===== config.mk =====
export PLATFORM = sky130hd
export DESIGN_NAME = alu_seq
export DESIGN_NICKNAME = d
export VERILOG_FILES = /design/src/rtl/alu_seq.sv
export SDC_FILE = /design/constraint.sdc
export NUM_CORES = 1
export LEC_CHECK = 0
export ABC_CLOCK_PERIOD_IN_PS = 3050
export BUFFER_PORTS_ARGS = -buffer_cell sky130_fd_sc_hd__buf_2
export CORE_UTILIZATION = 55
export DETAILED_ROUTE_END_ITERATION = 10
export PLACE_DENSITY = 0.81
export SYNTH_ARGS = -nofsm -noshare
export SYNTH_HDL_FRONTEND = slang
export SYNTH_SLANG_ARGS = --single-unit
export TNS_END_PERCENT = 100

===== constraint.sdc =====
create_clock -name i_clk -period 3.05 [get_ports i_clk]
set_input_delay 0.61 -clock i_clk [delete_from_list [all_inputs] [get_ports i_clk]]
set_output_delay 0.61 -clock i_clk [all_outputs]
set_load 0.02 [all_outputs]

===== src/rtl/alu_seq.sv =====
// alu_seq: registered W-bit ALU with stored carry flag.
// Add/subtract and logic ops finish in one clock; logical shifts step one
// bit position per clock under a small IDLE/SHIFT state machine, with a
// START/DONE handshake towards the control decoder.
module alu_seq #(
  parameter int W  = 8,
  parameter int SW = $clog2(W)
) (
  input  logic         i_clk,
  input  logic         i_reset,
  input  logic         i_start,
  input  logic [2:0]   i_op,
  input  logic [W-1:0] i_inputa,
  input  logic [W-1:0] i_inputb,
  input  logic         i_use_c,
  output logic [W-1:0] o_out,
  output logic         o_sc_out,
  output logic         o_zero,
  output logic         o_busy,
  output logic         o_done
);

  localparam logic [2:0] OP_ADD  = 3'b000;
  localparam logic [2:0] OP_SUB  = 3'b001;
  localparam logic [2:0] OP_AND  = 3'b010;
  localparam logic [2:0] OP_XOR  = 3'b011;
  localparam logic [2:0] OP_LSH  = 3'b100;
  localparam logic [2:0] OP_RSH  = 3'b101;
  localparam logic [2:0] OP_MOVB = 3'b110;
  localparam logic [2:0] OP_NOP  = 3'b111;

  typedef enum logic {
    ST_IDLE  = 1'b0,
    ST_SHIFT = 1'b1
  } state_t;

  state_t         r_state;
  logic [W-1:0]   r_out;
  logic           r_c;
  logic [SW-1:0]  r_cnt;
  logic           r_s;      // shift-in bit latched at START
  logic           r_dir_l;  // 1: left shift in flight, 0: right

  logic           w_cin_add;
  logic           w_cin_sub;
  logic [W:0]     w_add;
  logic [W:0]     w_sub;
  logic [SW-1:0]  w_k;
  logic           w_shift_in;

  // Operand-side arithmetic and shift setup derived from the inputs and stored carry
  always_comb begin
    w_cin_add  = 1'b0;
    w_cin_sub  = 1'b1;
    if (i_use_c) begin
      w_cin_add = r_c;
      w_cin_sub = r_c;
    end else begin
      w_cin_add = 1'b0;
      w_cin_sub = 1'b1;
    end
    w_add      = {1'b0, i_inputa} + {1'b0, i_inputb} + {{W{1'b0}}, w_cin_add};
    w_sub      = {1'b0, i_inputa} + {1'b0, ~i_inputb} + {{W{1'b0}}, w_cin_sub};
    w_k        = i_inputb[SW-1:0];
    w_shift_in = i_use_c & r_c;
  end

  // Control FSM and datapath registers: launch on START when idle, step shifts when busy
  always_ff @(posedge i_clk or posedge i_reset) begin
    if (i_reset) begin
      r_state <= ST_IDLE;
      r_out   <= '0;
      r_c     <= 1'b0;
      r_cnt   <= '0;
      r_s     <= 1'b0;
      r_dir_l <= 1'b0;
      o_done  <= 1'b0;
    end else begin
      o_done <= 1'b0;
      case (r_state)
        ST_IDLE: begin
          if (i_start) begin
            case (i_op)
              OP_ADD:  begin {r_c, r_out} <= w_add; o_done <= 1'b1; end
              OP_SUB:  begin {r_c, r_out} <= w_sub; o_done <= 1'b1; end
              OP_AND:  begin r_out <= i_inputa & i_inputb; o_done <= 1'b1; end
              OP_XOR:  begin r_out <= i_inputa ^ i_inputb; o_done <= 1'b1; end
              OP_LSH, OP_RSH: begin
                r_out   <= i_inputa;
                r_cnt   <= w_k;
                r_s     <= w_shift_in;
                r_dir_l <= (i_op == OP_LSH);
                if (w_k == '0) begin
                  o_done <= 1'b1;
                end else begin
                  r_state <= ST_SHIFT;
                end
              end
              OP_MOVB: begin r_out <= i_inputb; o_done <= 1'b1; end
              OP_NOP:  begin o_done <= 1'b1; end
              default: begin o_done <= 1'b1; end
            endcase
          end
        end
        ST_SHIFT: begin
          // START is deliberately ignored here: no queuing behind a shift
          if (r_dir_l) begin
            {r_c, r_out} <= {r_out, r_s};
          end else begin
            {r_out, r_c} <= {r_s, r_out};
          end
          r_cnt <= r_cnt - SW'(1);
          if (r_cnt == SW'(1)) begin
            r_state <= ST_IDLE;
            o_done  <= 1'b1;
          end
        end
        default: begin
          r_state <= ST_IDLE;
        end
      endcase
    end
  end

  assign o_out    = r_out;
  assign o_sc_out = r_c;
  assign o_busy   = (r_state == ST_SHIFT);
  assign o_zero   = (r_out == '0);

endmodule


======== Word level (Yosys, flattened, before mapping) ========
Cells that the tools add are included.
operators by class
  $add $sub $neg .......................... 5
  muxes and demuxes ....................... 23
  eq/ne operators ......................... 12
  reductions and logical operators ........ 9
  bitwise logic cells ..................... 5
operators with widths
  kind                 number
  $pmux 8 s6           1
  $add 8x8->9          2
  $add 9x1->9          2
  $mux 8               2
  $pmux 8 s2           1
  $eq 3x3->1 const B   4
  $mux 1               11
  $pmux 1 s2           5
  $and 8x8->8          1
  $logic_not 8->1      1
  $not 8->8            1
  $xor 8x8->8          1
  $ne 7x1->1 const B   1
  $eq 3x1->1 const B   2
  $eq 3x2->1 const B   2
  $logic_not 3->1      2
  $mux 3               2
  $pmux 3 s2           1
  $reduce_and 2->1     3
  $reduce_or 6->1      1
  $ne 3x1->1 const B   1
  $reduce_and 3->1     1
  $sub 3x1->3 const B  1
  $ne 2x1->1 const B   1
  other kinds (4)      4
storage, ports and cells
  logic and storage cells ................. 61
  input bits .............................. 23
  flip-flop bits (word level) ............. 16

======== Depth between registers and ports, before layout ========
  depth after elaboration ................. 6
  mapped depth ............................ 10
  mapped depth without buffers ............ 10

======== Worst setup path before layout ========
Ideal clock, no wire load.
  path type ............................... input to register
  start point ............................. in i_inputa[0]
  end point ............................... reg r_out[1] (netlist: o_out[1])
  path buffers ............................ 0
  arrival time ............................ 2.474 ns
  cell stages on the path ................. 9
  library setup time ...................... 0.135 ns
  setup slack ............................. 0.441 ns
  path through ............................ inv_1 -> fa_1 -> fa_1 -> inv_1 -> mux4_2 -> nor2_1 -> a211oi_1 -> a211oi_1 -> a21oi_1
between the ends
  longest elaborated chain between the ends .. 5
RTL lines
  what                                   line    source
  start, declared                        13      input logic [W-1:0] i_inputa,
  $add 8x8->9, on equally long branches  63, 62
  $add 9x1->9, on equally long branches  63, 62
  $pmux 8 s6 *                           83      case (i_op)
  $mux 8 *                               82      if (i_start) begin
  $pmux 8 s2 *                           80      case (r_state)
  end signal, assigned                   89      r_out <= i_inputa;
  end signal, assigned                   108     {r_c, r_out} <= {r_out, r_s};
  end signal, assigned                   110     {r_out, r_c} <= {r_s, r_out};
  end, declared                          38      logic [W-1:0] r_out;
Every way passes the cells marked *; elsewhere a longest branch is shown, timed or not. The select of a mux whose other input is x is not followed.
A chain may end at the register's enable or synchronous reset.

======== Worst setup path in the final report ========
  start point ............................. in i_inputa[0]
  end point ............................... reg r_out[6] (netlist: o_out[6])
Same word-level chain as after synthesis.

==> reports/qor.yml <==
status:
  outcome: "completed"
clock_network:
  numClockSinks: 16
  postCtsSetupBuffers: 0
  htree_levels: 1
  cts.reportedPaths.clkPinSlew_ns: 0.06
  cts_buffers: 3
  cts_tree: "done"
  clockBufferDepth: 2
  hold_buffers: 0
  insertion_delay_ns: 0.25
  cts-root-buf: "clkbuf_8"
  cts_resized: 0
floorplan:
  fp.coreArea_mm2: 0.00344
  core.rowCount: 21
  fp.dieArea_mm2: 0.00395
  start_util_pct: 59.2
  die_width_um: 62.9
  io_pins: 35
  die_h_um: 62.9
cells_and_area:
  fin_nets: 329
  fillCellCount: 320
  num_antenna_cells: 0
  final_common_cell: "buf_2"
  area_delta_synth_final_pct: 11.0
  drive_above_1_share_pct: 17.3
  fin_area_mm2: 0.00226
  layout_common_cells: "34 x buf_2, 25 x inv_1, 22 x nand2_1"
logic_synthesis:
  syn_area_mm2: 0.00204
  yosys_register_bits: 16
  synth_nets: 303
  yosysUniqueCellTypes: 53
  synth_top_flop_cell: "dfrtp_1"
  synth_edf_count: 0
  synthArstFlopShare_pct: 100
  synthCells: 258
  syn_area_per_cell_um2: 7.90
  yosysWarnings: 0
  seq_area_frac_synth_pct: 19.7
power:
  p_leak_nw: 1.05
  power.switching_mw: 0.664
  p_clk_share_pct: 13.1
  p_int_mw: 0.778
  power.share.sequential_pct: 31.8
  powerDensity_mw_per_mm2: 638
  total_power_mw: 1.44
  peakVddDrop_v: 0.000256
  switching_share_pct: 46.0
  comb_power_share_pct: 55.2
global_route:
  gr-total-overflow: 0
  grt_max_degree: 32
  grt_usage_pct: 27.8
  use_met3_pct: 1.64
  grt.busiest_layer: "met1"
  use_met2_pct: 42.0
  antenna_found_initial: 0
  grt_pass1_wl_um: 8770
  grt_pass1_vias: 1745
  grt_use_met1_pct: 42.8
run:
  max_cap_violations: 0
detailed_routing:
  wl_um: 5090
  postRouteAntennaNets: 0
  drt-wirelength-per-cell_um: 15.5
  viasPerCell: 6.00
  vias: 1975
  drt_pass1_iterations: 4
  route.detailed.drc: 0
  drtIter0Drc: 157
setup_path:
  ff2ff_setup_slack_ns: 0.50
  path_class: "in -> reg"
  cp.required_ns: 3.21
  cp_data_arrival_time_ns: 2.73
  cp-end-kind: "flip-flop"
  crit_fanout: 3
  crit_path_start_kind: "input port"
timing:
  finalWorstSetupSlack_ns: 0.482
  skew_ns: 0.00486
  relSlewSlack_pct: 59.0
  final-max-slew-violation-count: 0
  fin_crit_ns: 2.57
  period_share_pct: 84.2
  fmax_mhz: 389
  hold_ws_ns: 0.420
  rsz0062_at_grt: "false"
  setup_viol: 0
  setup_tns_ns: 0
  worstMarginPinSlew_ns: 0.614
  hold_viol_final: 0
placement:
  gp_congestion: 0.911
  port_buffers: 34
  dp_slack_ns: 0.210
  placed_area_mm2: 0.00221
  dpl.hpwl_um: 3940
hold_path:
  min_path_type: "in -> async"
==> sequential cells by signal, summed over array words and instances (netlist names) <==
name and count:
o_busy 1, r_dir_l 1, o_done 1, r_cnt 3
o_sc_out 1, r_s 1, o_out 8
==> metrics by stage <==
| stage | std cells | util [%] |
|---|---|---|
| after floorplan | 258 | - |
| after global placement | 325 | 64.1 |
| final | 329 | 65.7 |
| after CTS | 329 | 65.7 |
| after detailed placement | 325 | 64.1 |
| after global routing | 329 | 65.7 |
==> metal layers <==
layer	vias to the layer above	part of all wire, %
li1	991	-
met1	917	51
met2	63	43
met3	4	5.1
met4	0	0.81
met5	-	0
==> power by group through the flow <==
stage | clock [mW] | combinational, mW | sequential [mW]
finish | 0.188 | 0.795 | 0.458
global route | 0.202 | 0.883 | 0.476
CTS | 0.192 | 0.791 | 0.458
detailed placement | 0 | 0.787 | 0.461
global placement | 0 | 0.777 | 0.453
floorplan | 0 | 0.524 | 0.496
==> synthesized netlist by cell type (2+ instances only) <==
cell type | instances | area, um2
inv_1 | 25 | 93.8
nand2_1 | 22 | 82.6
nor2_1 | 20 | 75.1
o21ai_0 | 20 | 100
a21oi_1 | 19 | 95.1
ha_1 | 18 | 225
dfrtp_1 | 16 | 400
a211oi_1 | 9 | 67.6
clkbuf_1 | 8 | 30.0
nand2b_1 | 7 | 43.8
mux2i_1 | 6 | 60.1
nand3_1 | 6 | 30.0
buf_2 | 5 | 25.0
o221ai_1 | 5 | 43.8
fa_1 | 4 | 80.1
mux2_2 | 4 | 45.0
nand3b_1 | 4 | 30.0
nor2b_1 | 4 | 25.0
o31ai_1 | 4 | 30.0
and2_1 | 3 | 18.8
o21ai_1 | 3 | 15.0
or4_1 | 3 | 22.5
xnor2_1 | 3 | 26.3
a211o_1 | 2 | 17.5
a221oi_2 | 2 | 30.0
a22o_1 | 2 | 17.5
a22oi_1 | 2 | 15.0
a311oi_1 | 2 | 17.5
inv_2 | 2 | 7.51
nor3_1 | 2 | 10.0
o2111a_1 | 2 | 22.5
o311ai_0 | 2 | 17.5
o32ai_1 | 2 | 17.5
==> worst paths after layout <==
| path | from | endpoint | cells past startpoint |
|---|---|---|---|
| max in group asynchronous | i_reset | o_sc_out | 2 |
| worst min-delay path | i_reset | r_cnt[1] | 2 |
| worst min register to register | r_cnt[0] | r_cnt[0] | 1 |
| min in group i_clk | r_cnt[0] | r_cnt[0] | 1 |
| worst max register to register | o_sc_out | o_out[7] | 8 |
| worst max-delay path | i_inputa[0] | o_out[6] | 9 |
==> cell type report <==
| cell class | count | area, um2 | area share, % |
|---|---|---|---|
| Tap cell | 46 | 57.6 | 2.55 |
| Clock buffer | 4 | 55.1 | 2.43 |
| Timing Repair Buffer | 35 | 178 | 7.86 |
| Inverter | 27 | 101 | 4.48 |
| Sequential cell | 16 | 400 | 17.7 |
| Multi-Input combinational cell | 201 | 1470 | 65.0 |
==> kinds of logic (layout without fill, tap and decap cells) <==
kind of cell / count (synthesis) / in the layout / share of synthesized area (%)
flops: 16 / 16 / 19.7
compound gates: 85 / 85 / 28.6
fa+ha+maj: 22 / 22 / 15.0
buf+inv: 41 / 66 / 8.23
simple gates: 78 / 78 / 19.2
mux: 12 / 12 / 7.56
xor+xnor: 4 / 4 / 1.72
==> critical path, stage by stage <==
cell and delay [ns]:
buf_2 0.11, inv_1 0.09, fa_1 0.47, fa_1 0.40
o21ai_0 0.27, a41o_1 0.28, mux2i_1 0.19, a211oi_1 0.09
a211oi_1 0.21
Power figures use the tool's default switching activity.
